===== config.mk =====
export PLATFORM = sky130hd
export DESIGN_NAME = wb_retire_unit
export DESIGN_NICKNAME = d
export VERILOG_FILES = /design/src/rtl/wb_retire_unit.sv
export SDC_FILE = /design/constraint.sdc
export NUM_CORES = 1
export LEC_CHECK = 0
export BUFFER_PORTS_ARGS = -buffer_cell sky130_fd_sc_hd__buf_2
export CORE_AREA = 2 2 210 212
export DETAILED_ROUTE_END_ITERATION = 7
export DIE_AREA = 0 0 212 214
export PLACE_DENSITY_LB_ADDON = 0.1
export SYNTH_ARGS = -nofsm -noshare
export SYNTH_HDL_FRONTEND = slang
export SYNTH_SLANG_ARGS = --single-unit

===== constraint.sdc =====
create_clock -name clk -period 6.8 [get_ports clk]
set_input_delay 0.34 -clock clk [delete_from_list [all_inputs] [get_ports clk]]
set_output_delay 0.34 -clock clk [all_outputs]
set_load 0.02 [all_outputs]

===== src/rtl/wb_retire_unit.sv =====
// Writeback/retire stage: BUF_DEPTH-entry in-order retire queue that retires at most one
// instruction per cycle, with flush handling, TLB random index LCG and retired-instruction counter.
module wb_retire_unit #(
  parameter int unsigned BUF_DEPTH = 2,
  parameter int unsigned EXC_NUM   = 16,
  parameter int unsigned TLBIDX_W  = 4,
  parameter int unsigned CNT_W     = 64
) (
  input  logic                       clk,
  input  logic                       reset,
  input  logic                       in_valid,
  output logic                       in_ready,
  input  logic [31:0]                in_pc,
  input  logic                       in_gr_we,
  input  logic [4:0]                 in_dest,
  input  logic [31:0]                in_result,
  input  logic [EXC_NUM-1:0]         in_exc_flgs,
  input  logic                       in_ertn,
  input  logic                       in_refetch,
  input  logic [78:0]                in_csr,
  input  logic [3:0]                 in_tlb_op,
  input  logic [TLBIDX_W:0]          in_tlbsrch,
  input  logic                       retire_stall,
  output logic                       rf_we,
  output logic [4:0]                 rf_waddr,
  output logic [31:0]                rf_wdata,
  output logic                       csr_we,
  output logic [13:0]                csr_wnum,
  output logic [31:0]                csr_wmask,
  output logic [31:0]                csr_wval,
  output logic                       wb_exc,
  output logic [$clog2(EXC_NUM)-1:0] wb_exc_idx,
  output logic [31:0]                wb_pc,
  output logic [31:0]                wb_badvaddr,
  output logic                       ertn_flush,
  output logic                       refetch_flush,
  output logic                       tlb_srch_we,
  output logic                       tlb_rd_we,
  output logic                       tlb_wr_we,
  output logic                       tlb_fill_we,
  output logic                       tlbsrch_hit,
  output logic [TLBIDX_W-1:0]        tlbsrch_hit_index,
  output logic [TLBIDX_W-1:0]        tlb_w_index,
  input  logic [TLBIDX_W-1:0]        csr_tlbidx_index,
  output logic [15:0]                csr_blk,
  output logic [CNT_W-1:0]           retired_cnt,
  output logic [31:0]                debug_wb_pc,
  output logic [3:0]                 debug_wb_rf_wen,
  output logic [4:0]                 debug_wb_rf_wnum,
  output logic [31:0]                debug_wb_rf_wdata
);

  localparam int unsigned PTR_W     = (BUF_DEPTH > 1) ? $clog2(BUF_DEPTH) : 1;
  localparam int unsigned CNT_Q_W   = $clog2(BUF_DEPTH + 1);
  localparam int unsigned EXC_IDX_W = $clog2(EXC_NUM);

  typedef struct packed {
    logic [31:0]         pc;
    logic                gr_we;
    logic [4:0]          dest;
    logic [31:0]         result;
    logic [EXC_NUM-1:0]  exc_flgs;
    logic                ertn;
    logic                refetch;
    logic [78:0]         csr;
    logic [3:0]          tlb_op;
    logic [TLBIDX_W:0]   tlbsrch;
  } entry_t;

  entry_t               mem [BUF_DEPTH];
  entry_t               hd;
  logic [PTR_W-1:0]     head;
  logic [PTR_W-1:0]     tail;
  logic [CNT_Q_W-1:0]   count;
  logic [BUF_DEPTH-1:0] valid;
  logic [TLBIDX_W-1:0]  rnd;

  logic head_valid;
  logic retire;
  logic exc;
  logic push;
  logic flush;
  logic any_csr_we;
  logic any_ertn;

  function automatic logic [PTR_W-1:0] ptr_inc(input logic [PTR_W-1:0] p);
    return (p == PTR_W'(BUF_DEPTH - 1)) ? '0 : p + PTR_W'(1);
  endfunction

  assign hd         = mem[head];
  assign head_valid = (count != '0);
  // Reset suppresses retirement so a mid-operation reset produces no partial strobes.
  assign retire     = head_valid & ~retire_stall & ~reset;
  assign exc        = retire & (|hd.exc_flgs);
  assign in_ready   = (count < CNT_Q_W'(BUF_DEPTH)) | retire;
  assign push       = in_valid & in_ready;
  assign flush      = exc | ertn_flush | refetch_flush;

  assign rf_we         = retire & hd.gr_we & ~exc & ~hd.ertn;
  assign rf_waddr      = hd.dest;
  assign rf_wdata      = hd.result;
  assign csr_we        = retire & hd.csr[78] & ~exc;
  assign csr_wnum      = hd.csr[77:64];
  assign csr_wmask     = hd.csr[63:32];
  assign csr_wval      = hd.csr[31:0];
  assign wb_exc        = exc;
  assign wb_pc         = hd.pc;
  assign wb_badvaddr   = hd.result;
  assign ertn_flush    = retire & hd.ertn & ~exc;
  assign refetch_flush = retire & hd.refetch & ~exc;

  assign tlb_srch_we       = retire & hd.tlb_op[3] & ~exc;
  assign tlb_rd_we         = retire & hd.tlb_op[2] & ~exc;
  assign tlb_wr_we         = retire & hd.tlb_op[1] & ~exc;
  assign tlb_fill_we       = retire & hd.tlb_op[0] & ~exc;
  assign tlbsrch_hit       = hd.tlbsrch[TLBIDX_W];
  assign tlbsrch_hit_index = hd.tlbsrch[TLBIDX_W-1:0];
  assign tlb_w_index       = (head_valid & hd.tlb_op[1]) ? csr_tlbidx_index : rnd;

  assign csr_blk = {any_csr_we, any_ertn, head_valid ? hd.csr[77:64] : 14'h0};

  assign debug_wb_pc       = hd.pc;
  assign debug_wb_rf_wen   = {4{rf_we}};
  assign debug_wb_rf_wnum  = hd.dest;
  assign debug_wb_rf_wdata = hd.result;

  // Lowest set flag wins.
  always_comb begin
    wb_exc_idx = '0;
    for (int i = EXC_NUM - 1; i >= 0; i--) begin
      if (hd.exc_flgs[i]) wb_exc_idx = EXC_IDX_W'(i);
    end
  end

  always_comb begin
    any_csr_we = 1'b0;
    any_ertn   = 1'b0;
    for (int i = 0; i < BUF_DEPTH; i++) begin
      any_csr_we = any_csr_we | (valid[i] & mem[i].csr[78]);
      any_ertn   = any_ertn   | (valid[i] & mem[i].ertn);
    end
  end

  always_ff @(posedge clk) begin
    if (push) begin
      mem[tail] <= '{pc: in_pc, gr_we: in_gr_we, dest: in_dest, result: in_result,
                     exc_flgs: in_exc_flgs, ertn: in_ertn, refetch: in_refetch,
                     csr: in_csr, tlb_op: in_tlb_op, tlbsrch: in_tlbsrch};
    end
  end

  always_ff @(posedge clk) begin
    if (reset) begin
      head        <= '0;
      tail        <= '0;
      count       <= '0;
      valid       <= '0;
      rnd         <= TLBIDX_W'(1);
      retired_cnt <= '0;
    end else begin
      rnd <= rnd * TLBIDX_W'(5) + TLBIDX_W'(13);
      if (retire & ~exc) retired_cnt <= retired_cnt + CNT_W'(1);
      if (flush) begin
        head  <= '0;
        tail  <= '0;
        count <= '0;
        valid <= '0;
      end else begin
        // Clear before set: on push-while-full the retiring slot is the one being refilled.
        if (retire) begin
          head        <= ptr_inc(head);
          valid[head] <= 1'b0;
        end
        if (push) begin
          tail        <= ptr_inc(tail);
          valid[tail] <= 1'b1;
        end
        count <= count + CNT_Q_W'(push) - CNT_Q_W'(retire);
      end
    end
  end

endmodule


==> out/qor.txt, run 1 <==
Grt total ovfl - 0
Die Width - 212 µm
CP required - 6460 ps
Crit path cell chain - nor3b_1 -> o22ai_2 -> nor4_4 -> nand2_1 -> nor2_1 -> buf_2
Clock Skews - 20.0 ps
DR vias - 11600
# clock sinks - 427
Layout cells sized above 1 - 0.438
Clock transition at the registers of the reported paths - 60 ps
Commonest non-fill, non-tap cell in the layout - buf_2
Placed Cells - 2151
Number of synthesis warnings - 0
TNS Setup - 0 ps
Critical Path AT - 3410 ps
Setup Fix Bufs, Post-CTS - 0
Peak supply drop - 0.000242 V
Die ar. - 0.0454 mm²
Skew-Pair Late Insertion Delay - 580 ps
Most used DFF post-synth - edfxtp_1
FP Rows - 76
Status - finished, final reports clean
Most frequent cells in the layout - buf_2, edfxtp_1, dlygate4sd3_1
Sequential fraction of the synthesis area - 0.687
First-pass GRT wire length - 68000 µm
Initial antenna violation count - 4
Worst Tran Pin Value - 1240 ps
Synth Area per Inst - 15.1 µm²
Crit Path Class - register to output port
Max-slew violation count - 0
WL/cell - 19.1 µm
Gate power share - 0.213
Non-Filler Instances - 2415
Cell internal pwr - 0.00526 W
Initial core utilization - 0.410
I/O pins - 539
Number of fill cells - 3695
Crit-path slowest cell - nand2_1
RR Endpoint - retired_cnt[63]
Fin crit share - 0.551
Leakage Power - 9.12 nW
Post-DP HPWL - 32100 µm
NetSw - 0.00218 W
Area delta synth->final - 33.2%
Core Footprint - 0.0429 mm²
Global placement routability congestion - 0.816
Initial DRC Count - 768
H-tree levels - 2
Routed WL - 46100 µm
Reg2reg setup slack - 3520 ps
Post-Syn Instances - 1166
Max-cap violations - 0
Number of synthesized flops with an enable pin - 352
DRT antenna net count - 0
Drt pass-1 iters - 5
Slack of the critical path - 3050 ps
CTS buffer count - 47
Post-place setup slack - 3200 ps
Layout Utilization - 0.545
IO buf count - 538
CP Capture Type - output port
Syn nets - 1356
CTS Root Cell - clkbuf_16
Distinct cells, synth - 55
Die Y - 214 µm
Post-Syn Area - 0.0176 mm²
Clock group share of total power - 0.335
Rel. slew slack - 0.171
Yosys reg bits - 427
RSZ-0062 raised after global routing - no
Min Clock Period, post-route - 3750 ps
CP endpoint - debug_wb_rf_wen[1]
CTS tree - yes
Hold Buf Count CTS - 176
Crit Path Max Fanout - 25
Pin count of the biggest net entering global routing - 162
R2R depth - 6
CTS resizes - 0
Final Hold Viols - 0
Final setup violating endpoints - 0
NumNets Final - 1981
Register share of total power - 0.452
Fmax - 0.267 GHz
CP startpoint kind - register
Power Density - 318 mW/mm²
Vias in the first global route - 11800
Ys async rst share - 0
Design Power - 0.00744 W
Drt via density - 4.82
Post-route DRC - 0
Clock Path Buffers - 3
HP Class - input port to register
Switch share - 0.293
Max incr delay on CP - 590 ps
Global-route usage over all layers - 0.197
==> critical path, delay by kind of cell (launching register included) <==
family,cells,cell delay (ps)
AO/OA/AOI/OAI,1,220
buffers and inverters,1,220
flip-flops,1,540
AND/OR/NAND/NOR,4,1850
==> stage by stage <==
step / hold WS [ps] / area (µm²)
after floorplan: 375 / 17600
after global placement: 433 / 20100
after detailed placement: 439 / 20100
after CTS: 56.2 / 23400
after global routing: 115 / 23400
final: 96.2 / 23400
==> registers in the layout, summed over array words and instances (netlist names), named ones only <==
| register | count |
|---|---|
| count | 2 |
| head | 1 |
| mem | 352 |
| retired_cnt | 64 |
| rnd | 4 |
| tail | 1 |
| valid | 2 |
==> synth_stat cells (3+ instances only) <==
library cell  count  area [µm²]
buf_1             3        11.3
ha_1              6        75.1
or4_1            14         105
nor3_2            6        60.1
or3_1            23         144
a21oi_1          43         215
inv_1            23        86.3
edfxtp_1        352       10600
mux2_2          155        1750
and2_1            7        43.8
and3_1           10        62.6
and4_1            8        70.1
clkbuf_1         27         101
buf_4           109         818
nor4_4            3        63.8
nand4_2           5        62.6
nor2b_1          18         113
nand2_1          36         135
nor2_1           55         206
nand4_1          29         181
o31ai_1          11        82.6
mux2i_1           7        70.1
nor4_1            7        43.8
nand3_1          16        80.1
xnor2_1          15         131
xor2_1           19         166
nor3_1           14        70.1
dfxtp_1          75        1500
buf_2             4        20.0
o22ai_2           3        37.5
nor3b_2           6        75.1
o21ai_0          27         135
==> power groups by stage <==
stage	registers [W]	logic, W	clock network [W]
final	0.00336	0.00159	0.00249
after global routing	0.00340	0.00169	0.00266
after CTS	0.00337	0.00162	0.00256
after detailed placement	0.00342	0.00153	0
after global placement	0.00341	0.00153	0
after floorplan	0.00346	0.00106	0
==> per-layer routing <==
metal	vias to the layer above	global-route usage	share of wire
li1	5554	-	-
met1	5660	0.243	0.41
met2	359	0.335	0.50
met3	62	0.0525	0.065
met4	4	0.0641	0.022
met5	-	0	0.00065
==> worst min path at each step <==
stage / startpoint / end / slack, ps / cells past startpoint
floorplan: rnd[0] / rnd[0] / 380 / 1
finish: retire_stall / head / 100 / 3
global route: retire_stall / head / 120 / 3
CTS: retire_stall / head / 60 / 3
global placement: rnd[0] / rnd[0] / 430 / 1
detailed placement: rnd[0] / rnd[0] / 440 / 1
==> cell families (layout without fill, tap and decap cells) <==
| logic type | after synthesis | count (layout) | share of synthesized area |
|---|---|---|---|
| fa+ha+maj | 6 | 6 | 0.00427 |
| xor+xnor | 34 | 34 | 0.0170 |
| compound gates | 102 | 102 | 0.0351 |
| mux | 162 | 162 | 0.103 |
| other cells | 0 | 2 | 0 |
| simple gates | 267 | 267 | 0.0927 |
| buf+inv | 168 | 830 | 0.0603 |
| flops | 427 | 427 | 0.687 |
==> area by class of cell <==
class,count,area (µm²),area share
inverter,23,91.3,0.00391
antenna,2,5.00,0.000214
tap,585,732,0.0313
timing repair buffer,721,4530,0.194
multi-input combinational,571,4440,0.190
sequential,427,12100,0.516
clock buffer,54,1200,0.0514
clock inverter,32,309,0.0132
No activity file was read; power rests on OpenSTA's default activity.
==> run 2, diff against run 1 <==
--- a/config.mk
+++ b/config.mk
@@ -5,10 +5,11 @@
 export SDC_FILE = /design/constraint.sdc
 export NUM_CORES = 1
 export LEC_CHECK = 0
+export ABC_AREA = 1
 export BUFFER_PORTS_ARGS = -buffer_cell sky130_fd_sc_hd__buf_2
-export CORE_AREA = 2 2 210 212
+export CORE_AREA = 2 2 209 211
 export DETAILED_ROUTE_END_ITERATION = 7
-export DIE_AREA = 0 0 212 214
+export DIE_AREA = 0 0 211 213
 export PLACE_DENSITY_LB_ADDON = 0.1
 export SYNTH_ARGS = -nofsm -noshare
 export SYNTH_HDL_FRONTEND = slang
==> constraint.sdc (replaced) <==
create_clock -name clk -period 3.9 [get_ports clk]
set_input_delay 0.195 -clock clk [delete_from_list [all_inputs] [get_ports clk]]
set_output_delay 0.195 -clock clk [all_outputs]
set_load 0.02 [all_outputs]
==> out/qor.txt, run 2 <==
NetSw - 0.00483 W (was 0.00218 W)
Final setup violating endpoints - 0 (unchanged)
Ranking of synthesized cells by area - edfxtp_1, nand2_1, dfxtp_1 (was edfxtp_1, mux2_2, dfxtp_1)
Core Footprint - 0.0427 mm² (was 0.0429 mm²)
WL/cell - 18.6 µm (was 19.1 µm)
Global-route usage over all layers - 0.241 (was 0.197)
Area delta synth->final - 32.1% (was 33.2%)
Gate power share - 0.287 (was 0.213)
Rel. slew slack - 0.352 (was 0.171)
Initial DRC Count - 1131 (was 768)
Min Hold Slack - 50.1 ps (was 96.2 ps)
R2R depth - 11 (was 6)
Crit-path slowest cell - buf_4 (was nand2_1)
Post-route DRC - 0 (unchanged)
Status - finished, final reports clean (unchanged)
Skew-Pair Late Insertion Delay - 580 ps (about the same)
Die ar. - 0.0449 mm² (was 0.0454 mm²)
HP Class - input port to register (unchanged)
Number of flip-flops in the largest register - 352 (unchanged)
Global placement routability congestion - 0.923 (was 0.816)
Setup Fix Bufs, Post-CTS - 0 (unchanged)
Compound-Gate Fraction of Synth Area - 0.0357 (was 0.0351)
Reg2reg setup slack - 1140 ps (was 3520 ps)
Distinct cells, synth - 41 (was 55)
Fin crit share - 0.904
Number of synthesis warnings - 0 (unchanged)
Clock Path Buffers - 3 (unchanged)
CP required - 3700 ps (was 6460 ps)
Critical Path AT - 3330 ps (was 3410 ps)
Worst Tran Pin Value - 971 ps (was 1240 ps)
Layout Utilization - 0.568 (was 0.545)
Die Width - 211 µm (was 212 µm)
Leading area contributor after synthesis - edfxtp_1 (unchanged)
Post-Syn Instances - 1806 (was 1166)
Synth Area per Inst - 10.2 µm² (was 15.1 µm²)
Number of fill cells - 3777 (was 3695)
CTS Root Cell - clkbuf_16 (unchanged)
Post-Synth XOR/XNOR Area - 0.0114 (was 0.0170)
Routed WL - 55900 µm (was 46100 µm)
Most frequent cells in the layout - nand2_1, buf_2, edfxtp_1 (was buf_2, edfxtp_1, dlygate4sd3_1)
Post-Syn Area - 0.0184 mm² (was 0.0176 mm²)
CP startpoint kind - register (unchanged)
Multiplexer share of the synthesized area - 0.00238 (was 0.103)
Initial antenna violation count - 4 (unchanged)
Power Density - 585 mW/mm² (was 318 mW/mm²)
Drt via density - 4.91 (was 4.82)
Clock Skews - 22.2 ps (was 20.0 ps)
Register with the most flip-flops - mem (unchanged)
CP Capture Type - output port (unchanged)
Register share of total power - 0.410 (was 0.452)
Clock group share of total power - 0.303 (was 0.335)
Cell internal pwr - 0.00935 W (was 0.00526 W)
Ys async rst share - 0 (unchanged)
CP endpoint - csr_blk[1] (was debug_wb_rf_wen[1])
Max-slew violation count - 0 (unchanged)
RSZ-0062 raised after global routing - no (unchanged)
Cell family with most CP delay - buffers and inverters (was simple AND/OR/NAND/NOR gates)
Most frequently used cell type in the post-synthesis netlist - nand2_1 (was edfxtp_1)
H-tree levels - 2 (unchanged)
Crit Path Max Fanout - 80 (was 25)
Drt pass-1 iters - 5 (unchanged)
Simple-Gate Fraction of Synth Area - 0.210 (was 0.0927)
RR Endpoint - retired_cnt[28] (was retired_cnt[63])
CTS buffer count - 46 (was 47)
Bufs and invs on worst path - 4 (was 1)
Levels on crit path - 6 (unchanged)
Yosys top cell area share - 0.575 (was 0.602)
FP Rows - 76 (unchanged)
Sequential fraction of the synthesis area - 0.657 (was 0.687)
Combinational family with the most area after synthesis - simple AND/OR/NAND/NOR gates (was multiplexers)
Post-Synth Adder-Cell Area - 0.00409 (was 0.00427)
DR vias - 14800 (was 11600)
Clock transition at the registers of the reported paths - 60 ps (about the same)
NumNets Final - 2614 (was 1981)
DRT antenna net count - 0 (unchanged)
Post-DP HPWL - 39800 µm (was 32100 µm)
Most used DFF post-synth - edfxtp_1 (unchanged)
IO buf count - 538 (unchanged)
Min Clock Period, post-route - 3530 ps
Number of synthesized flops with an enable pin - 352 (unchanged)
Vias in the first global route - 14500 (was 11800)
Leakage Power - 10.2 nW (was 9.12 nW)
Commonest non-fill, non-tap cell in the layout - nand2_1 (was buf_2)
Placed Cells - 2744 (was 2151)
Syn nets - 1996 (was 1356)
Pin count of the biggest net entering global routing - 163 (was 162)
Final Hold Viols - 0 (unchanged)
Peak supply drop - 0.000496 V (was 0.000242 V)
Largest regs - mem x352, retired_cnt x64, rnd x4 (unchanged)
CTS tree - yes (unchanged)
Initial core utilization - 0.430 (was 0.410)
I/O pins - 539 (unchanged)
Layout cells sized above 1 - 0.260 (was 0.438)
Max-cap violations - 0 (unchanged)
Fmax - 0.284 GHz
# clock sinks - 427 (unchanged)
Max incr delay on CP - 730 ps (was 590 ps)
Yosys reg bits - 427 (unchanged)
First-pass GRT wire length - 82100 µm (was 68000 µm)
Crit path cell chain - inv_4 -> buf_4 -> buf_6 -> nand2_1 -> a21oi_1 -> buf_2 (was nor3b_1 -> o22ai_2 -> nor4_4 -> nand2_1 -> nor2_1 -> buf_2)
Non-Filler Instances - 3008 (was 2415)
Synth cell count leaders - nand2_1, edfxtp_1, nor2_1, inv_1, buf_4 (was edfxtp_1, mux2_2, buf_4, dfxtp_1, nor2_1)
Die Y - 213 µm (was 214 µm)
Switch share - 0.341 (was 0.293)
Crit Path Class - register to output port (unchanged)
Grt total ovfl - 0 (unchanged)
==> run 2: cell types whose count changed after synthesis, sizes merged, moves of 29 or more <==
cell / previous run / this run
a21oi: 43 / 72
inv: 23 / 112
mux2: 155 / 3
nand2: 36 / 667
nor2: 56 / 128
nor3: 21 / 60
==> run 2: timing repair <==
action,in CTS,in global routing
endpoints found under the setup margin,0,1
resized for setup,0,1
hold buffers,178,0
hold endpoints to repair,355,0
==> run 2: metal layers <==
layer,up-vias,GRT usage,wire [µm]
li1,7172,-,-
met1,7024,0.303,22900
met2,491,0.407,27600
met3,87,0.0622,3890
met4,2,0.0777,1450
met5,-,0,11
==> run 2: layout make-up <==
class	instances	area [µm²]	area share
antenna	3	7.51	0.000309
clock buffer	56	1210	0.0499
clock inverter	27	278	0.0114
inverter	113	427	0.0176
multi-input combinational	1104	4880	0.201
sequential	427	12100	0.498
tap	546	683	0.0282
timing repair buffer	732	4700	0.194
==> run 2: cells by family after synthesis <==
family | Yosys count
xor gates and xnor gates | 24
AOI/OAI and AO/OA | 125
DFF | 427
buffers and inverters | 275
adders and majority gates | 6
muxes | 4
and+or+nand+nor | 945
==> run 2: power groups by stage <==
| stage | Clock, W | Combinational (W) | Sequential [W] |
|---|---|---|---|
| floorplan | 0 | 0.00277 | 0.00590 |
| global placement | 0 | 0.00395 | 0.00589 |
| detailed placement | 0 | 0.00395 | 0.00590 |
| CTS | 0.00439 | 0.00412 | 0.00581 |
| global route | 0.00457 | 0.00439 | 0.00586 |
| finish | 0.00430 | 0.00407 | 0.00581 |
==> run 2: worst min-delay path by stage <==
stage,start,endpoint,cells past startpoint
4_1_cts,retire_stall,head,4
3_5_place_dp,in_csr[54],mem[0][63],1
2_1_floorplan,in_tlbsrch[0],mem[0][0],0
5_1_grt,retire_stall,head,4
6_report,retire_stall,head,4
3_3_place_gp,in_result[11],mem[0][117],1
==> run 2: worst reg2reg max path: cells and delay by family (launching register included) <==
family | cells | cell delay [ps]
flip-flops | 1 | 550
buffers and inverters | 1 | 90
AND/OR/NAND/NOR | 9 | 1780
AO/OA/AOI/OAI | 1 | 220
==> run 2: stage by stage <==
| stage | setup TNS [ps] | worst slack, ps | power, W | area, µm² |
|---|---|---|---|---|
| floorplan | -38920 | -124 | 0.00867 | 18400 |
| global placement | 0 | 696 | 0.00984 | 21000 |
| detailed placement | 0 | 666 | 0.00986 | 21000 |
| CTS | 0 | 56.5 | 0.0143 | 24300 |
| global route | 0 | 204 | 0.0148 | 24300 |
| finish | 0 | 374 | 0.0142 | 24300 |
